File: src/rtl/acc_src_select.sv
// Registered NSRC-to-1 operand source selector with fixed or round-robin channel choice.
// One output register with valid/ready handshake and a wrapping transfer counter.
module acc_src_select #(
  parameter int unsigned WIDTH = 8,
  parameter int unsigned NSRC  = 2,
  parameter int unsigned SELW  = (NSRC > 1) ? $clog2(NSRC) : 1,
  parameter int unsigned CNTW  = 8
) (
  input  logic                    clk,
  input  logic                    rst_n,
  input  logic [NSRC*WIDTH-1:0]   in_data,
  input  logic [NSRC-1:0]         in_valid,
  output logic [NSRC-1:0]         in_ready,
  input  logic                    mode,
  input  logic [SELW-1:0]         sel,
  output logic [WIDTH-1:0]        out_data,
  output logic [SELW-1:0]         out_src,
  output logic                    out_valid,
  input  logic                    out_ready,
  output logic [CNTW-1:0]         xfer_count
);

  typedef enum logic {
    S_EMPTY = 1'b0,
    S_FULL  = 1'b1
  } state_t;

  state_t            state_q;
  state_t            state_d;
  logic              drain_c;
  logic              can_load_c;
  logic              load_c;
  logic              gnt_vld_c;
  logic [SELW-1:0]   gnt_c;
  logic [SELW-1:0]   ptr_q;
  logic [SELW-1:0]   ptr_nxt_c;
  logic [WIDTH-1:0]  gnt_data_c;

  assign out_valid  = (state_q == S_FULL);
  assign drain_c    = out_valid & out_ready;
  assign can_load_c = (state_q == S_EMPTY) | drain_c;
  // Loading is suppressed while reset is low so no channel sees a spurious accept.
  assign load_c     = rst_n & can_load_c & gnt_vld_c;

  // Grant: fixed index, or first valid channel scanning upward from ptr with wrap.
  always_comb begin
    int unsigned idx;
    gnt_vld_c = 1'b0;
    gnt_c     = '0;
    idx       = 0;
    if (!mode) begin
      for (int unsigned i = 0; i < NSRC; i++) begin
        if (32'(sel) == i && in_valid[i]) begin
          gnt_vld_c = 1'b1;
          gnt_c     = SELW'(i);
        end
      end
    end else begin
      for (int unsigned k = 0; k < NSRC; k++) begin
        idx = 32'(ptr_q) + k;
        if (idx >= NSRC) idx = idx - NSRC;
        for (int unsigned i = 0; i < NSRC; i++) begin
          if (!gnt_vld_c && idx == i && in_valid[i]) begin
            gnt_vld_c = 1'b1;
            gnt_c     = SELW'(i);
          end
        end
      end
    end
  end

  // Granted channel data and one-hot accept.
  always_comb begin
    gnt_data_c = '0;
    in_ready   = '0;
    for (int unsigned i = 0; i < NSRC; i++) begin
      if (32'(gnt_c) == i) gnt_data_c = in_data[i*WIDTH +: WIDTH];
      in_ready[i] = load_c && (32'(gnt_c) == i);
    end
  end

  always_comb begin
    logic [31:0] nxt;
    nxt       = 32'(gnt_c) + 32'd1;
    ptr_nxt_c = (nxt >= NSRC) ? '0 : SELW'(nxt);
  end

  always_ff @(posedge clk) begin
    if (!rst_n) state_q <= S_EMPTY;
    else        state_q <= state_d;
  end

  always_comb begin
    state_d = state_q;
    case (state_q)
      S_EMPTY: if (load_c) state_d = S_FULL;
      S_FULL:  if (drain_c && !load_c) state_d = S_EMPTY;
      default: state_d = S_EMPTY;
    endcase
  end

  // Output register, transfer counter and rotation pointer.
  always_ff @(posedge clk) begin
    if (!rst_n) begin
      out_data   <= '0;
      out_src    <= '0;
      xfer_count <= '0;
      ptr_q      <= '0;
    end else begin
      if (load_c) begin
        out_data <= gnt_data_c;
        out_src  <= gnt_c;
      end
      if (drain_c) xfer_count <= xfer_count + CNTW'(1);
      if (load_c && mode) ptr_q <= ptr_nxt_c;
    end
  end

endmodule

File: config.mk
export PLATFORM = sky130hd
export DESIGN_NAME = acc_src_select
export DESIGN_NICKNAME = d
export VERILOG_FILES = /design/src/rtl/acc_src_select.sv
export SDC_FILE = /design/constraint.sdc
export NUM_CORES = 1
export LEC_CHECK = 0
export CAP_MARGIN = 20
export CORE_MARGIN = 8
export CORE_UTILIZATION = 25
export DETAILED_ROUTE_END_ITERATION = 16
export GPL_TIMING_DRIVEN = 0
export PLACE_DENSITY_LB_ADDON = 0.15
export SLEW_MARGIN = 20
export SYNTH_ARGS = -nofsm -noshare
export SYNTH_HDL_FRONTEND = slang
export SYNTH_SLANG_ARGS = --single-unit
File: constraint.sdc
create_clock -name clk -period 1.97 [get_ports clk]
set_input_delay 0.591 -clock clk [delete_from_list [all_inputs] [get_ports clk]]
set_output_delay 0.591 -clock clk [all_outputs]
set_load 0.02 [all_outputs]
==> impl_metrics.json, run 1 <==
{
  "grt.overflow.total": 0,
  "nNetsFinal": 170,
  "final.setup.tns_ns": -0.1719,
  "synth_top_flop_cell": "dfxtp_1",
  "root_buffer": "clkbuf_4",
  "ant_nets": 0,
  "startpoint_type": "primary input",
  "worst_slew_margin_rel_pct": 59.64,
  "setup_violations": 2,
  "ys_warn_count": 0,
  "hold_viol_final": 0,
  "ys_seq_elements": 19,
  "hp-start": "out_data[6]",
  "cp_cell_sequence": "buf_6 -> or3b_4 -> o2111ai_4 -> buf_6 -> nor2_4 -> buf_6",
  "drive_gt1_share_pct": 16.55,
  "synth_area_um2": 877.1,
  "antenna_found_initial": 0,
  "fin_crit_sh_pct": 106.1,
  "nFillCells": 368,
  "cp_max_fo": 4,
  "r2r_end": "xfer_count[5]",
  "arrival_ns": 1.50,
  "vdd_ir_drop_max_mv": 0.2318,
  "grt_use_total_pct": 9.044,
  "synth.distinct_cells": 29,
  "clockBufferDepth": 2,
  "required_ns": 1.38,
  "grt_pass1_vias": 892,
  "status": "finished with violations",
  "start_util_pct": 26.08,
  "gp_congestion": 0.7398,
  "grt_pass1_wl_um": 3926,
  "path_class": "in -> out",
  "wl_um": 2394,
  "rr_worst_depth": 5,
  "cts_sinks": 19,
  "finish.utilization_pct": 43.90,
  "cts_tree": "done",
  "r2r_slack_ns": 0.59,
  "rows": 21,
  "die_h_um": 75.23,
  "diodes": 0,
  "violations": "negative setup slack",
  "powerDensity_nw_per_um2": 576.9,
  "clk_pin_slew_ns": 0.11,
  "cap_violations": 0,
  "drtIter0Drc": 20,
  "setup.worst_path.end_class": "primary output",
  "die-width_um": 75.23,
  "syn_nets": 118,
  "critPathBufInv": 3,
  "syn_area_per_cell_um2": 9.331,
  "netlist_instances": 94,
  "hold_class": "reg -> reg",
  "fin_ws_ns": -0.1204,
  "place_hpwl_um": 1833,
  "async_flop_share_pct": 0,
  "io_buffers": 42,
  "critical-path-max-stage-delay_ns": 0.41,
  "die-area_um2": 5660,
  "grt_max_degree": 12,
  "crit_path_frequent_cell": "buf_6",
  "finClkSkew_ns": 0.002749,
  "syn2layout_area_growth_pct": 68.33,
  "min_path_cells": 2,
  "crit_start": "in_valid[1]",
  "num_vias": 854,
  "slew_violations": 0,
  "yosysSeqAreaShare_pct": 43.37,
  "fin_crit_ns": 2.090,
  "p_leak_uw": 0.0006595,
  "r2r_start": "out_valid",
  "wire_per_inst_um": 12.53,
  "numCtsBuffers": 3,
  "crit_path_top_delay_cell": "or3b_4",
  "via_per_inst": 4.471,
  "core_area_um2": 3363,
  "worst_skew_pair.late_latency_ns": 0.30,
  "first_pass_iters": 4,
  "synth-edff-count": 0,
  "rsz0062_at_grt": "yes",
  "crit_family": "simple AND/OR/NAND/NOR gates",
  "drc_errors": 0,
  "worstMarginPinSlew_ns": 0.6054,
  "htree_levels": 1,
  "clock.fmax_ghz": 0.4784,
  "holdPathEnd": "out_data[6]",
  "boundaryPins": 43
}
-- logic make-up after synthesis --
kind of cell	after synthesis	synth area share, %
muxes	3	3.566
AOI/OAI and AO/OA	24	18.55
buffers and inverters	8	4.565
xor gates and xnor gates	7	6.990
adders and majority gates	1	1.426
DFF	19	43.37
and+or+nand+nor	32	21.54
-- layout by cell type (no fill, tap or decap), drive strengths merged, types with 6 or more instances in the layout --
master / count
xnor2: 6
dfxtp: 19
clkdlybuf4s50: 29
a22oi: 8
buf: 14
o21ai: 10
and2: 8
nand3: 9
-- worst register-to-register path, stage by stage (launching register included) --
cell      delay, ns
dfxtp_1        0.40
and2_1         0.14
clkbuf_1       0.29
nand4_1        0.17
xnor2_1        0.15
and2_1         0.15
-- metrics by stage --
step | setup WS, ns | power, uW | instances | area, um^2 | hold slack, ns
2_1_floorplan | 0.06667 | 526.2 | 94 | 879.6 | 0.4649
3_3_place_gp | -1.156 | 641.4 | 182 | 1358 | 0.4573
3_5_place_dp | -1.200 | 643.6 | 182 | 1358 | 0.4635
4_1_cts | -0.1160 | 868.5 | 191 | 1464 | 0.4809
5_1_grt | -0.1486 | 897.4 | 191 | 1476 | 0.4992
6_report | -0.1204 | 851.7 | 191 | 1476 | 0.4736
-- cell type report --
class / instances / area, um^2 / share of cell area [%]
inverters: 3 / 11.26 / 0.7627
multi-input cells: 67 / 486.7 / 32.97
plain buffers: 5 / 37.54 / 2.542
well taps: 46 / 57.56 / 3.898
clock buffers: 3 / 22.52 / 1.525
flip-flops and latches: 19 / 380.4 / 25.76
repair buffers: 47 / 475.5 / 32.20
clock inverters: 1 / 5.005 / 0.3390
-- synthesized netlist by cell type, types with 2 or more instances --
cell type	count	area, um^2
a22oi_1	8	60.06
mux2i_1	2	20.02
nand2_1	3	11.26
buf_2	2	10.01
o21ai_1	2	10.01
nand3_1	8	40.04
a21boi_0	2	15.01
clkbuf_1	2	7.510
dfxtp_1	19	380.4
inv_1	3	11.26
and3_1	2	12.51
and2_1	8	50.05
xnor2_1	6	52.55
nand4_1	5	31.28
o21ai_0	8	40.04
-- flip-flops by register name, indices dropped and copies added, names as in the netlist --
signal,count
out_data,8
xfer_count,8
out_src,1
out_valid,1
ptr_q,1
-- where the power goes --
part	switching [uW]	internal [uW]	leakage, uW
sequential	14.4	408	0.000156
clock	123	75.6	0.0000177
combinational	104	127	0.000486
total	241	611	0.000659
-- how the worst max path moves through the flow --
stage	end	slack, ns	depth (start not counted)
after CTS	in_ready[0]	-0.12	6
after global routing	in_ready[0]	-0.15	6
after global placement	in_ready[1]	-1.16	7
after detailed placement	in_ready[1]	-1.20	7
final	in_ready[0]	-0.12	6
after floorplan	in_ready[0]	0.07	4
-- what timing repair did --
item                                   4_1_cts  5_1_grt
resized for setup                           43        5
endpoints found under the hold margin        0        0
pin swaps                                    2        0
buffers inserted                             5        0
setup endpoints to repair                    2        7
gates cloned                                 0        0
hold buffers                                 0        0
-- layer usage --
layer | vias up | GRT usage [%] | share of wire (%) | wire length (um)
met5 | - | 0 | 0 | 0
met4 | 0 | 3.838 | 0.79 | 19
met3 | 2 | 4.794 | 9.9 | 236
met2 | 30 | 14.01 | 46 | 1096
met1 | 378 | 10.08 | 44 | 1042
li1 | 444 | - | - | -
Note: power is estimated with default switching activity, not from simulation.
==> run 2: changes to the inputs <==
--- a/config.mk
+++ b/config.mk
@@ -6,10 +6,11 @@
 export NUM_CORES = 1
 export LEC_CHECK = 0
 export CAP_MARGIN = 20
-export CORE_MARGIN = 8
+export CORE_MARGIN = 2
 export CORE_UTILIZATION = 25
 export DETAILED_ROUTE_END_ITERATION = 16
 export GPL_TIMING_DRIVEN = 0
+export MAX_ROUTING_LAYER = met4
 export PLACE_DENSITY_LB_ADDON = 0.15
 export SLEW_MARGIN = 20
 export SYNTH_ARGS = -nofsm -noshare
==> run 2 against run 1 <==
The flow still finishes with violations (negative setup slack). Critical path depth unchanged. First-iteration DRC count shrank 60%. Power increased by 0.83%. Worst hold slack worse by 0.0053 ns. Register-to-register slack got worse by 0.03 ns. Worst setup slack got worse by 0.0053 ns. Critical path type unchanged. Critical endpoint unchanged. Largest cell class unchanged. Highest routed layer unchanged.
==> impl_metrics.json, run 2 (synthesized netlist as in run 1, its figures left out) <==
{
  "hold_class": "reg -> reg",
  "place_hpwl_um": 1630,
  "fin_crit_sh_pct": 106.4,
  "rr_worst_depth": 5,
  "cts_sinks": 19,
  "fin_ws_ns": -0.1257,
  "nNetsFinal": 170,
  "final_cell_mix": "31 x clkdlybuf4s50_1, 19 x dfxtp_1",
  "htree_levels": 1,
  "root_buffer": "clkbuf_4",
  "ctsHoldBuffers": 0,
  "p_leak_uw": 0.0006273,
  "r2r_slack_ns": 0.56,
  "path_class": "in -> out",
  "finish.utilization_pct": 43.71,
  "reg.largest.list": "out_data x8, xfer_count x8",
  "fin_area_um2": 1470,
  "boundaryPins": 43,
  "holdPathEnd": "out_data[6]",
  "violations": "negative setup slack",
  "grt_pass1_vias": 811,
  "wl_um": 2236,
  "cap_violations": 0,
  "die_h_um": 63.23,
  "drc_errors": 0,
  "grt.overflow.total": 0,
  "io_buffers": 42,
  "min_path_cells": 2,
  "cts_tree": "done",
  "syn2layout_area_growth_pct": 67.62,
  "required_ns": 1.38,
  "r2r_end": "xfer_count[5]",
  "rows": 21,
  "crit_start": "sel",
  "worstMarginPinSlew_ns": 0.6052,
  "num_vias": 877,
  "cp_max_fo": 3,
  "drtIter0Drc": 8,
  "hp-start": "out_data[6]",
  "register_area_um2": 380.4,
  "core_area_um2": 3363,
  "setup.worst_path.end_class": "primary output",
  "dpl_cell_area_um2": 1358,
  "mostFrequentLayoutCell": "clkdlybuf4s50_1",
  "via_per_inst": 4.592,
  "status": "finished with violations",
  "wire_per_inst_um": 11.71,
  "multi_input_area_um2": 481.7,
  "die-width_um": 63.23,
  "die-area_um2": 3998,
  "r2r_start": "out_valid",
  "rsz0062_at_grt": "yes",
  "antenna_found_initial": 0,
  "fin_crit_ns": 2.096,
  "numCtsBuffers": 3,
  "finClkSkew_ns": 0.003240,
  "vdd_ir_drop_max_mv": 0.2479,
  "gp_congestion": 0.7396,
  "start_util_pct": 26.08,
  "nFillCells": 377,
  "first_pass_iters": 4,
  "startpoint_type": "primary input",
  "diodes": 0,
  "worst_skew_pair.late_latency_ns": 0.30,
  "powerDensity_nw_per_um2": 584.2,
  "clockBufferDepth": 2,
  "clock.fmax_ghz": 0.4772,
  "slew_violations": 0,
  "worst_slew_margin_rel_pct": 59.65,
  "ant_nets": 0,
  "hold_viol_final": 0,
  "arrival_ns": 1.50,
  "grt_pass1_wl_um": 3629,
  "clk_pin_slew_ns": 0.11,
  "grt_max_degree": 12,
  "drive_gt1_share_pct": 16.55,
  "setup_violations": 2,
  "grt_use_total_pct": 11.86
}
run 2: cell count changes in the layout (fill, tap and decap cells not counted):
cell,previous run,this run
buf_8,0,1
dlymetal6s2s_1,5,3
nor2_2,0,1
clkdlybuf4s50_1,29,31
nor2_4,1,0
buf_6,8,7
run 2: worst max-delay path by stage:
stage | slack, ns | end | cells past startpoint
after floorplan | 0.07 | in_ready[0] | 4
after CTS | -0.12 | in_ready[0] | 6
final | -0.13 | in_ready[0] | 6
after global placement | -1.15 | in_ready[1] | 7
after global routing | -0.16 | in_ready[0] | 6
after detailed placement | -1.19 | in_ready[1] | 7
run 2: layout make-up:
cell class,instances,area share (%)
multi-input cells,67,32.77
repair buffers,47,32.26
flip-flops and latches,19,25.87
well taps,46,3.915
plain buffers,5,2.553
clock buffers,3,1.532
inverters,3,0.7660
clock inverters,1,0.3404
run 2: layer usage:
metal | global-route usage, % | vias up | wire length (um)
li1 | - | 442 | -
met1 | 13.42 | 398 | 987
met2 | 19.41 | 33 | 1030
met3 | 3.750 | 4 | 179
met4 | 4.891 | 0 | 40
met5 | - | - | 0
run 2: stage by stage:
step / worst slack (ns) / TNS, ns / std cells / hold WS [ns] / power (uW)
floorplan: 0.06667 / 0 / 94 / 0.4649 / 526.2
global placement: -1.151 / -4.403 / 182 / 0.4565 / 639.9
detailed placement: -1.190 / -4.880 / 182 / 0.4565 / 642.2
CTS: -0.1173 / -0.1733 / 191 / 0.4734 / 869.0
global route: -0.1629 / -0.2653 / 191 / 0.5028 / 898.6
finish: -0.1257 / -0.1691 / 191 / 0.4683 / 858.8
run 2: worst max-delay path, stage by stage:
cell,delay [ns]
buf_6,0.10
mux2_4,0.31
o2111ai_4,0.22
buf_6,0.14
nor2_2,0.03
buf_6,0.12
run 2: what timing repair did:
item | in CTS | in global routing
buffers inserted | 5 | 0
endpoints found under the setup margin | 2 | 5
resized for setup | 43 | 5
pin swaps | 2 | 0
run 2: power by group:
| part | switching [uW] | total, uW | internal, uW |
|---|---|---|---|
| combinational | 104 | 230 | 127 |
| sequential | 14.5 | 423 | 408 |
| clock | 130 | 206 | 75.7 |
